[config.mk]
export PLATFORM = sky130hd
export DESIGN_NAME = step_delay_counter
export DESIGN_NICKNAME = d
export VERILOG_FILES = /design/src/rtl/stepper_pkg.sv /design/src/rtl/tick_prescaler.sv /design/src/rtl/step_delay_counter.sv
export SDC_FILE = /design/constraint.sdc
export NUM_CORES = 1
export LEC_CHECK = 0
export BUFFER_PORTS_ARGS = -buffer_cell sky130_fd_sc_hd__buf_2
export CAP_MARGIN = 20
export CORE_MARGIN = 2
export CORE_UTILIZATION = 50
export CTS_BUF_LIST = sky130_fd_sc_hd__clkbuf_8
export DETAILED_ROUTE_END_ITERATION = 7
export PLACE_DENSITY = 0.71
export SYNTH_ARGS = -nofsm -noshare
export SYNTH_HDL_FRONTEND = slang
export SYNTH_SLANG_ARGS = --single-unit
[constraint.sdc]
create_clock -name clk -period 3.5 [get_ports clk]
set_input_delay 0.7 -clock clk [delete_from_list [all_inputs] [get_ports clk]]
set_output_delay 0.7 -clock clk [all_outputs]
set_load 0.02 [all_outputs]
[src/rtl/stepper_pkg.sv]
// Shared definitions for the stepper controller blocks: delay-counter state
// encoding and default sizing of the delay datapath.
package stepper_pkg;

  // Width of a delay value as it leaves the register file read port.
  localparam int DEFAULT_DATA_WIDTH = 8;

  // Clock cycles per delay unit: 1 ms per unit with a 50 MHz system clock.
  localparam int DEFAULT_TICK_DIV = 50000;

  // Delay counter state encoding, kept here so the controller FSM and any
  // status readback decode the same values.
  localparam logic [1:0] DLY_IDLE    = 2'd0;
  localparam logic [1:0] DLY_COUNT   = 2'd1;
  localparam logic [1:0] DLY_EXPIRED = 2'd2;

  typedef enum logic [1:0] {
    ST_IDLE    = DLY_IDLE,
    ST_COUNT   = DLY_COUNT,
    ST_EXPIRED = DLY_EXPIRED
  } dly_state_t;

  // True for the only state in which the prescaler is allowed to run.
  function automatic logic is_counting(input dly_state_t s);
    return (s == ST_COUNT);
  endfunction

endpackage

[src/rtl/tick_prescaler.sv]
// Divides the system clock into delay-unit ticks. The counter only moves
// while enabled, so a dropped enable holds the partial unit in place rather
// than losing it. A clear restarts the unit from zero and beats enable.
module tick_prescaler #(
  parameter int TICK_DIV       = 4,
  parameter int PRESCALE_WIDTH = $clog2(TICK_DIV)
) (
  input  logic clk,
  input  logic reset,
  input  logic clear,
  input  logic enable,
  output logic tick
);

  localparam logic [PRESCALE_WIDTH-1:0] LAST = PRESCALE_WIDTH'(TICK_DIV - 1);

  logic [PRESCALE_WIDTH-1:0] count;

  // A tick marks the last cycle of a unit; a pending clear suppresses it so
  // a restart never inherits a half-finished unit.
  assign tick = enable && !clear && (count == LAST);

  // Advance on enable, wrap after the last cycle of a unit, freeze otherwise.
  always_ff @(posedge clk) begin
    if (reset) begin
      count <= '0;
    end else if (clear) begin
      count <= '0;
    end else if (enable) begin
      if (count == LAST) begin
        count <= '0;
      end else begin
        count <= count + PRESCALE_WIDTH'(1);
      end
    end
  end

endmodule

[src/rtl/step_delay_counter.sv]
// Programmable delay timer for the stepper controller. The control FSM arms
// it with a one-cycle start pulse and holds enable while waiting; delay_done
// rises after delay_value units of TICK_DIV enabled cycles and stays high
// until the next start or reset, so the FSM may sample it at leisure.
module step_delay_counter #(
  parameter int DATA_WIDTH     = stepper_pkg::DEFAULT_DATA_WIDTH,
  parameter int TICK_DIV       = stepper_pkg::DEFAULT_TICK_DIV,
  parameter int PRESCALE_WIDTH = $clog2(TICK_DIV)
) (
  input  logic                  clk,
  input  logic                  reset,
  input  logic                  start_delay_counter,
  input  logic                  enable_delay_counter,
  input  logic [DATA_WIDTH-1:0] delay_value,
  output logic                  delay_done,
  output logic                  delay_busy,
  output logic [DATA_WIDTH-1:0] delay_remaining
);

  import stepper_pkg::*;

  dly_state_t            state;
  dly_state_t            state_next;
  logic [DATA_WIDTH-1:0] remaining_next;
  logic                  done_next;
  logic                  tick;
  logic                  prescale_enable;

  // The prescaler only sees enable while a delay is actually running, so
  // enable pulses in IDLE or EXPIRED cannot pre-load a partial unit.
  assign prescale_enable = enable_delay_counter && is_counting(state);

  tick_prescaler #(
    .TICK_DIV      (TICK_DIV),
    .PRESCALE_WIDTH(PRESCALE_WIDTH)
  ) u_prescaler (
    .clk   (clk),
    .reset (reset),
    .clear (start_delay_counter),
    .enable(prescale_enable),
    .tick  (tick)
  );

  // Next-state logic: a start from any state reloads the delay, otherwise
  // each tick consumes one unit and the final unit moves to EXPIRED.
  always_comb begin
    state_next     = state;
    remaining_next = delay_remaining;
    done_next      = delay_done;
    if (start_delay_counter) begin
      remaining_next = delay_value;
      if (delay_value == '0) begin
        state_next = ST_EXPIRED;
        done_next  = 1'b1;
      end else begin
        state_next = ST_COUNT;
        done_next  = 1'b0;
      end
    end else begin
      case (state)
        ST_IDLE: begin
          done_next = 1'b0;
        end
        ST_COUNT: begin
          if (tick) begin
            if (delay_remaining <= DATA_WIDTH'(1)) begin
              remaining_next = '0;
              done_next      = 1'b1;
              state_next     = ST_EXPIRED;
            end else begin
              remaining_next = delay_remaining - DATA_WIDTH'(1);
            end
          end
        end
        ST_EXPIRED: begin
          done_next = 1'b1;
        end
        default: begin
          state_next     = ST_IDLE;
          remaining_next = '0;
          done_next      = 1'b0;
        end
      endcase
    end
  end

  // State and output registers; busy is registered from the next state so it
  // lines up with the state it describes.
  always_ff @(posedge clk) begin
    if (reset) begin
      state           <= ST_IDLE;
      delay_remaining <= '0;
      delay_done      <= 1'b0;
      delay_busy      <= 1'b0;
    end else begin
      state           <= state_next;
      delay_remaining <= remaining_next;
      delay_done      <= done_next;
      delay_busy      <= is_counting(state_next);
    end
  end

endmodule

# Word-level counts from Yosys, hierarchy flattened
# Cells that the tools add are included.
[totals]
register_bits = 28
rom_bits = 0
word_cells = 40
ramBits = 0
out_inout_bits = 10
mem_count = 0
latch_bits = 0
inputBits = 12
[classes]
n_eq_ne = 7
n_mux = 15
shifts = 0
addsub = 2
div_mod_pow = 0
bitwise_logic = 0
order_cmp = 1
mul = 0
n_reduce_logical = 10
[ops]
columns = ["op", "n"]
rows = [
  ["$mux 8", 3],
  ["$add 16x1->16 const B", 1],
  ["$eq 16x16->1 const B", 1],
  ["$mux 16", 1],
  ["$pmux 8 s2", 1],
  ["$le 8x1->1 const B", 1],
  ["$logic_not 8->1", 1],
  ["$mux 2", 4],
  ["$sub 8x1->8 const B", 1],
  ["$eq 2x1->1 const B", 2],
  ["$mux 1", 4],
  ["$pmux 2 s2", 1],
  ["$reduce_and 2->1", 2],
  ["$reduce_or 2->1", 2],
  ["$logic_and 1x1->1", 3],
  ["$ne 3x2->1 const B", 1],
  ["$ne 3x3->1 const B", 1],
  ["$eq 2x2->1 const B", 1],
  ["$logic_not 2->1", 1],
  ["$ne 2x1->1 const B", 1],
  ["$pmux 1 s2", 1],
  ["$logic_not 1->1", 1],
]

# Longest topological paths before layout
# Gate-level depths: netlist of run 1.
[logic_depth]
ltp_word = 8
mapped_depth = 8
depth_no_buf = 7

# Modules after synthesis
# Synthesis of run 1 repeated with hierarchy kept, for this count alone.
[hier_totals]
hier_cells = 189
area_unflattened_um2 = 1586.5
[modules_own_cells]
columns = ["module", "n_inst", "area_each_um2", "seq_area_each_um2", "cells_each"]
rows = [
  ["step_delay_counter", 1, 830.8, 240.2, 104],
  ["tick_prescaler", 1, 755.7, 320.3, 85],
]

# Worst setup path before layout of run 1
# No wires, ideal clock.
[synth_timing]
kind = "input -> register"
startpoint = "input port start_delay_counter"
endpoint = "register delay_remaining[0]"
slack_ns = 1.623
setup_time_ns = 0.086
path_buffers = 2
path_stages = 7
t_required_ns = 3.414
arrival_ns = 1.791
path_cell_list = "clkbuf_1 > nor2b_1 > nor2_1 > a31oi_4 > buf_6 > a211oi_2 > a211oi_1"
[synth_between]
elab_chain_len = 5
elab_cells_between_ends = 7
cone_classes = "2 x eq/ne; 1 x mux; 4 x reduce/logical"
[synth_rtl]
columns = ["item", "line", "text"]
rows = [
  ["start: declaration", "step_delay_counter.sv:12", "input logic start_delay_counter,"],
  ["$logic_not 1->1", "tick_prescaler.sv:21", "assign tick = enable && !clear && (count == LAST);"],
  ["$logic_and 1x1->1 (2 in a row)", "tick_prescaler.sv:21", ""],
  ["$ne 3x3->1 (no line)", "n/a", ""],
  ["$reduce_and 2->1 (no line)", "n/a", ""],
  ["end signal: assignment", "step_delay_counter.sv:97", "delay_remaining <= remaining_next;"],
  ["end: declaration", "step_delay_counter.sv:17", "output logic [DATA_WIDTH-1:0] delay_remaining"],
]
# Several ways; a longest one is shown, not always the timed one.
# A chain may end at the register's enable or synchronous reset.

# Worst setup path after layout of run 1
[layout_timing]
startpoint = "register state[0]"
endpoint = "register u_prescaler.count[14]"
[layout_between]
elab_chain_len = 2
[layout_rtl]
columns = ["item", "line", "text"]
rows = [
  ["start: declaration", "step_delay_counter.sv:22", "dly_state_t state;"],
  ["start signal: assignment", "step_delay_counter.sv:96", "state <= state_next;"],
  ["$eq 2x1->1", "stepper_pkg.sv:25", "return (s == ST_COUNT);"],
  ["$logic_and 1x1->1", "step_delay_counter.sv:31", "assign prescale_enable = enable_delay_counter && is_counting(state);"],
  ["end signal: assignment", "tick_prescaler.sv:33", "count <= count + PRESCALE_WIDTH'(1);"],
  ["end: declaration", "tick_prescaler.sv:17", "logic [PRESCALE_WIDTH-1:0] count;"],
]
# No other way between the ends.

==> results.ini, run 1 <==
[sta]
post-route-min-period_ns=2.07
fin_setup_tns_ns=0
hold_violations=0
slew_viol_final=0
holdWs_ns=0.529
fmax_mhz=483
finalCritPeriodShare_pct=59.1
clock-skew-final_ns=0.0123
setup_violations=0
relSlewSlack_pct=66.3
rsz0062_at_grt=false
tightest_slew_ns=0.506

[cts]
clk_pin_slew_ns=0.08
clk_path_buf_depth=2
cts_sinks=28
cts_tree=yes
cts_root_buf=clkbuf_8
cts_made_buffers=3
cts_resized=0
clk_latency_ns=0.27
post_cts_buffers=0
hold_buffers=0
htreeDepth=1

[setup_path]
critPathMaxFanout=16
critPathLaunch=state[0]
r2r_slack_ns=1.43
worstSetupEndpointType=flip-flop
cp-start-kind=flip-flop
cp.arrival_ns=2.21
r2r_start=state[0]
critPathKind=flip-flop to flip-flop
r2r_cells=5
r2r_end=u_prescaler.count[14]
crit_required_ns=3.64
crit_end=u_prescaler.count[14]

[drt]
num_vias=1396
ant_nets=0
wire_per_inst_um=12.1
viasPerCell=5.29
drt_iter0_drc=92
drtPass1Iterations=4
drc_errors=0
finalWirelength_um=3200

[placement]
port_buffers=21
routabilityCongestion=0.824
dpl.hpwl_um=2350
placed_area_sq_mm=0.00177

[final_layout]
drive_gt1_share_pct=15.5
area_delta_synth_final_pct=9.86
nFillCells=311
layout_commonest_cell=nor2_1
fin_nets=241
layout_common_cells=40 x nor2_1, 28 x dfxtp_1, 21 x buf_2
diodes=0
fin_util_pct=58.4
finalInstanceArea_sq_mm=0.00181

[logic_synthesis]
synth_nets=222
syn-cell-area_sq_mm=0.00165
syn_area_per_cell_sq_um=8.12
ys_ff_latch=28
synth_edf_count=0
ys_seq_area_share_pct=34.0
synth_cells=203
yosysWarnings=0
synthDistinctLibCells=42
async_flop_share_pct=0
synth_ff_type=dfxtp_1

[grt]
grt_pass1_wl_um=5480
grt_max_degree=18
grt.overflow.total=0
grt_pass1_vias=1259
antenna_found_initial=0
grt_use_total_pct=19.1

[die]
num_rows=20
ios=22
die_area_sq_mm=0.00377
start_util_pct=53.1
dieWidth_um=61.4
dieHeight_um=61.4
core_area_sq_mm=0.00310

[power]
p_comb_share_pct=19.9
seq_power_share_pct=53.2
powerDensity_mw_per_mm2=355
power_mw=0.643
internal_power_mw=0.454
power_switching_mw=0.189
power.leakage_nw=0.670
switching_share_pct=29.4
peakVddDrop_mv=0.208
clkPwrFrac_pct=26.9

[run_status]
status=finished clean

[worst_hold_path]
hold_class=flip-flop to flip-flop

[flow_run]
max_cap_violations=0

==> stage by stage <==
stage	setup slack, ns	std cells
2_1_floorplan	1.62	203
5_1_grt	1.18	264
4_1_cts	1.40	264
3_5_place_dp	1.36	261
3_3_place_gp	1.40	261
6_report	1.43	264
==> power groups by stage <==
stage	clock network [mW]	registers, mW	logic (mW)
floorplan	0	0.357	0.0873
finish	0.173	0.342	0.128
global placement	0	0.349	0.127
CTS	0.182	0.341	0.128
global route	0.191	0.344	0.144
detailed placement	0	0.349	0.127
==> critical path, stage by stage (launching register included) <==
cell     delay (ns)
dfxtp_1        0.42
ha_1           0.31
nand3_2        0.16
nor4_4         0.43
a211o_1        0.52
nor2_1         0.10
==> area by class of cell <==
| cell class | count | area, sq um | share of cell area [%] |
|---|---|---|---|
| Tap cell | 44 | 55.1 | 3.04 |
| Timing Repair Buffer | 21 | 105 | 5.80 |
| Sequential cell | 28 | 561 | 30.9 |
| Inverter | 12 | 45.0 | 2.49 |
| Clock buffer | 3 | 41.3 | 2.28 |
| Multi-Input combinational cell | 156 | 1000 | 55.5 |
==> state kept, by name (all words and copies together), names as in the netlist <==
| signal | count |
|---|---|
| delay_busy | 1 |
| delay_done | 1 |
| delay_remaining | 8 |
| state | 2 |
| u_prescaler.count | 16 |
==> cells in the mapped netlist (all sizes together) (3+ instances only) <==
| library cell | number | area (sq um) |
|---|---|---|
| and2 | 3 | 18.8 |
| nand3 | 5 | 30.0 |
| inv | 12 | 45.0 |
| nor3 | 10 | 55.1 |
| nor2 | 40 | 150 |
| buf | 3 | 23.8 |
| dfxtp | 28 | 561 |
| or3 | 3 | 23.8 |
| o21ai | 10 | 50.1 |
| xnor2 | 13 | 114 |
| clkbuf | 4 | 15.0 |
| a21oi | 8 | 40.0 |
| nand2 | 14 | 52.6 |
| nor4 | 4 | 55.1 |
| nand4 | 4 | 25.0 |
| a211oi | 6 | 55.1 |
| ha | 7 | 87.6 |
| a31oi | 3 | 33.8 |
| nand2b | 7 | 43.8 |
==> cells by family (layout without fill, tap and decap cells) <==
group / Yosys count / in the layout / synth area share [%]
AND/OR/NAND/NOR: 98 / 98 / 31.3
buffers and inverters: 19 / 36 / 5.08
flip-flops: 28 / 28 / 34.0
AO/OA/AOI/OAI: 34 / 34 / 15.2
XOR/XNOR: 15 / 15 / 7.97
adder cells (fa/ha/maj): 7 / 7 / 5.31
multiplexers: 2 / 2 / 1.21
==> metal layers <==
metal  GRT usage, %  up-vias  wire length [um]  part of all wire [%]
li1               -      729                 -                     -
met4           4.56        0                28                  0.87
met1           27.3      636              1650                    51
met3           2.94        4               107                   3.3
met2           30.4       27              1420                    44
met5              0        -                 0                     0
==> worst min path at each step <==
stage                         start              endpoint  depth (start not counted)
3_3_place_gp   u_prescaler.count[1]  u_prescaler.count[1]                          2
3_5_place_dp             delay_done            delay_done                          2
6_report       u_prescaler.count[9]  u_prescaler.count[9]                          2
2_1_floorplan  u_prescaler.count[1]  u_prescaler.count[1]                          2
4_1_cts          delay_remaining[6]    delay_remaining[6]                          2
5_1_grt                  delay_done            delay_done                          2
Power figures use the tool's default switching activity.
==> run 2: changes to the inputs <==
- clock period: 3.5 -> 2.1 ns (I/O delays scaled with it)
==> results.ini, run 2 (synthesized netlist as in run 1, its figures left out) <==
[power]
clkPwrFrac_pct=35.1  ; +8.2 points
power.leakage_nw=0.713  ; +6.5%
internal_power_mw=0.890  ; +96%
p_comb_share_pct=18.7  ; -1.2 points
powerDensity_mw_per_mm2=649  ; +83%
seq_power_share_pct=46.2  ; -7.0 points
power_switching_mw=0.334  ; +76%
peakVddDrop_mv=0.415  ; +100%
switching_share_pct=27.3  ; -2.2 points

[die]
start_util_pct=53.1  ; unchanged
num_rows=20  ; unchanged
die_area_sq_mm=0.00377  ; unchanged
ios=22  ; unchanged
dieHeight_um=61.4  ; unchanged
dieWidth_um=61.4  ; unchanged
core_area_sq_mm=0.00310  ; unchanged

[drt]
drc_errors=0  ; unchanged
finalWirelength_um=3420  ; +6.6%
wire_per_inst_um=12.6  ; +3.9%
num_vias=1444  ; +3.4%
drt_iter0_drc=55  ; -40%
viasPerCell=5.33  ; +0.77%
ant_nets=0  ; unchanged
drtPass1Iterations=4  ; unchanged

[setup_path]
crit_buf_inv=1  ; +1
crit_required_ns=2.25  ; -1.39 ns
crit_chain=inv_1 > ha_1 > nand3_2 > nor4_4 > a31oi_4 > a211oi_1 > a211oi_1
worstSetupEndpointType=flip-flop
cp.arrival_ns=2.07  ; -0.14 ns
path_delay_family=compound AO/OA/AOI/OAI gates
max_stage_delay_ns=0.36  ; -0.16 ns
critPathMaxFanout=16  ; unchanged
cp-start-kind=flip-flop
critPathKind=flip-flop to flip-flop
crit_top_cell=a211oi_1
slowest_stage=dfxtp_1

[grt]
grt_use_total_pct=20.8  ; +1.7 points
grt_max_degree=17  ; -1
grt_pass1_wl_um=5880  ; +7.3%
antenna_found_initial=0  ; unchanged
grt.overflow.total=0  ; unchanged
grt_pass1_vias=1273  ; +1.1%

[cts]
post_cts_buffers=0  ; unchanged
cts_resized=0  ; unchanged
clk_pin_slew_ns=0.10  ; +0.02 ns
cts_root_buf=clkbuf_8
cts_sinks=28  ; unchanged
hold_buffers=0  ; unchanged
cts_tree=yes
cts_made_buffers=3  ; unchanged
clk_latency_ns=0.28  ; about the same
clk_path_buf_depth=2  ; unchanged
htreeDepth=1  ; unchanged

[sta]
slew_viol_final=0  ; unchanged
fmax_mhz=522  ; +8.1%
tightest_slew_ns=0.425  ; -0.0805 ns
setup_violations=0  ; unchanged
holdWs_ns=0.466  ; -0.0637 ns
finalCritPeriodShare_pct=91.2  ; +32 points
post-route-min-period_ns=1.91  ; -0.155 ns
relSlewSlack_pct=71.6  ; +5.4 points
fin_setup_tns_ns=0  ; unchanged
clock-skew-final_ns=0.00839  ; -0.00392 ns
rsz0062_at_grt=false
hold_violations=0  ; unchanged

[placement]
placed_area_sq_mm=0.00181  ; +2.1%
port_buffers=21  ; unchanged
place_inst=266  ; +1.9%
routabilityCongestion=0.828  ; +0.45%
dpl.hpwl_um=2620  ; +12%

[final_layout]
reg_top3=u_prescaler.count: 16 flops, delay_remaining: 8 flops, state: 2 flops
layout_commonest_cell=nor2_1
largest_register_ffs=16  ; unchanged
area_delta_synth_final_pct=14.4
drive_gt1_share_pct=18.1  ; +2.6 points
layout_common_cells=40 x nor2_1, 28 x dfxtp_1, 21 x buf_2
finalInstanceArea_sq_mm=0.00189  ; +4.1%
multiInputGateArea_sq_mm=0.00100  ; unchanged
top_register=u_prescaler.count
nFillCells=315  ; +1.3%
diodes=0  ; unchanged
seq_area_sq_um=561  ; unchanged
layoutNonFillerInstCount=271  ; +2.7%
fin_nets=247  ; +2.5%

[flow_run]
max_cap_violations=0  ; unchanged

[worst_hold_path]
hold_class=primary input to flip-flop

[run_status]
status=finished clean

==> run 2: cell count changes in the layout (fill, tap and decap cells not counted), sizes merged <==
cell / delta
bufinv: +1
buf: +6
==> run 2: worst reg2reg max path, stage by stage (launching register included) <==
cell	delay [ns]
dfxtp_1	0.36
inv_1	0.09
ha_1	0.26
nand3_2	0.17
nor4_4	0.31
a31oi_4	0.26
a211oi_1	0.28
a211oi_1	0.07
==> run 2: per-layer routing <==
layer,GRT usage [%],up-vias,wire length [um]
li1,-,741,-
met1,29.6,668,1660
met2,33.1,31,1580
met3,3.78,4,155
met4,4.56,0,23
met5,0,-,0
==> run 2: final timing paths <==
path	start	end	slack, ns	cells after the start
max	state[1]	delay_remaining[7]	0.19	7
min	reset	delay_done	0.47	2
max reg2reg	state[1]	delay_remaining[7]	0.19	7
min reg2reg	delay_remaining[0]	delay_remaining[0]	0.50	2
==> run 2: final cells by class <==
class	instances	area share [%]
inverters	12	2.39
clock buffers	3	2.19
clock inverters	1	1.59
multi-input cells	156	53.2
flip-flops and latches	28	29.7
well taps	44	2.92
repair buffers	27	7.96
==> run 2: per-stage QoR <==
| step | util (%) | setup WS (ns) | power, mW |
|---|---|---|---|
| after floorplan | - | 0.288 | 0.740 |
| after global placement | 58.3 | 0.191 | 0.804 |
| after detailed placement | 58.3 | 0.103 | 0.805 |
| after CTS | 60.6 | 0.0854 | 1.23 |
| after global routing | 60.8 | 0.0227 | 1.28 |
| final | 60.8 | 0.185 | 1.22 |
==> run 2: power by group through the flow <==
stage	registers (mW)	clock network [mW]	logic [mW]
floorplan	0.595	0	0.146
global placement	0.577	0	0.227
detailed placement	0.577	0	0.228
CTS	0.565	0.441	0.229
global route	0.568	0.457	0.256
finish	0.565	0.430	0.229
==> run 3: changes to the inputs <==
- SETUP_SLACK_MARGIN: default -> 0.5
==> results.ini, run 3 (synthesized netlist as in run 1, its figures left out) <==
[placement]
port_buffers=21  ; unchanged
dpl.hpwl_um=2570  ; -2.0%
routabilityCongestion=0.870  ; +5.1%

[setup_path]
cp.arrival_ns=1.82  ; -0.25 ns
critPathMaxFanout=8  ; -8
cp-start-kind=flip-flop
crit_required_ns=2.26  ; about the same
worstSetupEndpointType=flip-flop
critPathKind=flip-flop to flip-flop

[final_layout]
seq_area_sq_um=597  ; +6.5%
reg_top3=u_prescaler.count: 16 flops, delay_remaining: 8 flops, state: 2 flops
diodes=0  ; unchanged
multiInputGateArea_sq_mm=0.00118  ; +18%
nFillCells=250  ; -21%
top_register=u_prescaler.count
area_delta_synth_final_pct=33.6
drive_gt1_share_pct=40.6  ; +23 points
layout_commonest_cell=nor2_1
layout_common_cells=36 x nor2_1, 21 x buf_2
largest_register_ffs=16  ; unchanged
fin_nets=259  ; +4.9%

[run_status]
status=finished clean

[cts]
hold_buffers=0  ; unchanged
cts_sinks=28  ; unchanged
clk_pin_slew_ns=0.09  ; about the same
cts_made_buffers=3  ; unchanged
cts_tree=yes
clk_latency_ns=0.27  ; about the same
cts_root_buf=clkbuf_8
htreeDepth=1  ; unchanged
clk_path_buf_depth=2  ; unchanged

[die]
die_area_sq_mm=0.00377  ; unchanged
num_rows=20  ; unchanged
core_area_sq_mm=0.00310  ; unchanged
dieWidth_um=61.4  ; unchanged
ios=22  ; unchanged
dieHeight_um=61.4  ; unchanged
start_util_pct=53.1  ; unchanged

[drt]
viasPerCell=5.55  ; +4.2%
drt_iter0_drc=118  ; +110%
drtPass1Iterations=4  ; unchanged
wire_per_inst_um=14.3  ; +13%
num_vias=1571  ; +8.8%
finalWirelength_um=4040  ; +18%
drc_errors=0  ; unchanged
ant_nets=0  ; unchanged

[sta]
hold_violations=0  ; unchanged
clock-skew-final_ns=0.00223  ; -0.00617 ns
finalCritPeriodShare_pct=79.2  ; -12 points
tightest_slew_ns=0.355  ; -0.0703 ns
fmax_mhz=601  ; +15%
setup_violations=0  ; unchanged
relSlewSlack_pct=76.0  ; +4.4 points
post-route-min-period_ns=1.66  ; -0.252 ns
fin_setup_tns_ns=0  ; unchanged
slew_viol_final=0  ; unchanged
rsz0062_at_grt=true

[grt]
antenna_found_initial=0  ; unchanged
grt_pass1_wl_um=6600  ; +12%
grt.overflow.total=0  ; unchanged
grt_max_degree=18  ; +1
grt_use_total_pct=23.0  ; +2.2 points
grt_pass1_vias=1510  ; +19%

[power]
power_mw=1.28  ; +4.8%
powerDensity_mw_per_mm2=582  ; -10%
peakVddDrop_mv=0.458  ; +10%
power.leakage_nw=0.798  ; +12%

[worst_hold_path]
hold_class=primary input to flip-flop

[flow_run]
max_cap_violations=0  ; unchanged

[run 3: metrics by stage]
step,hold WS [ns],util [%],cells,setup slack (ns),cell area [sq um]
2_1_floorplan,0.479,-,203,0.503,1690
3_3_place_gp,0.482,58.3,261,0.350,1810
3_5_place_dp,0.499,58.3,261,0.274,1810
4_1_cts,0.478,65.6,276,0.452,2030
5_1_grt,0.492,71.0,283,0.363,2200
6_report,0.487,71.0,283,0.437,2200
[run 3: where the power goes]
group	switching (mW)	internal, mW	total (mW)
clock	0.162	0.255	0.417
sequential	0.0237	0.546	0.570
combinational	0.171	0.126	0.297
[run 3: layer usage]
layer / global-route usage, % / share of wire (%)
met4: 6.08 / 1.8
met5: 0 / 0
met1: 29.3 / 42
met3: 4.62 / 3.1
met2: 39.8 / 53
[run 3: path summary, 6_finish.rpt]
check | startpoint | to | slack, ns | cells past startpoint
worst max-delay path | u_prescaler.count[11] | delay_remaining[1] | 0.44 | 5
worst min-delay path | delay_value[0] | delay_remaining[0] | 0.49 | 3
worst max register to register | u_prescaler.count[11] | delay_remaining[1] | 0.44 | 5
worst min register to register | delay_remaining[7] | delay_remaining[7] | 0.52 | 2
[run 3: cell type report]
| class | count | share of cell area, % |
|---|---|---|
| clock buffer | 3 | 1.87 |
| clock inverter | 1 | 1.36 |
| inverter | 12 | 2.16 |
| multi-input combinational | 157 | 53.8 |
| sequential | 28 | 27.1 |
| tap | 44 | 2.50 |
| timing repair buffer | 38 | 11.2 |
[run 3: critical path: stages (launching register included)]
cell	delay, ns
dfxtp_4	0.38
nor4b_4	0.28
and4b_2	0.39
a31oi_4	0.18
a211oi_2	0.26
a211oi_2	0.06
[run 3: timing repair]
action                     in CTS  in global routing
setup buffers                   9                  7
gates cloned                    2                  0
setup endpoints to repair      25                 28
resized for setup              25                 35
pin swaps                      18                 19
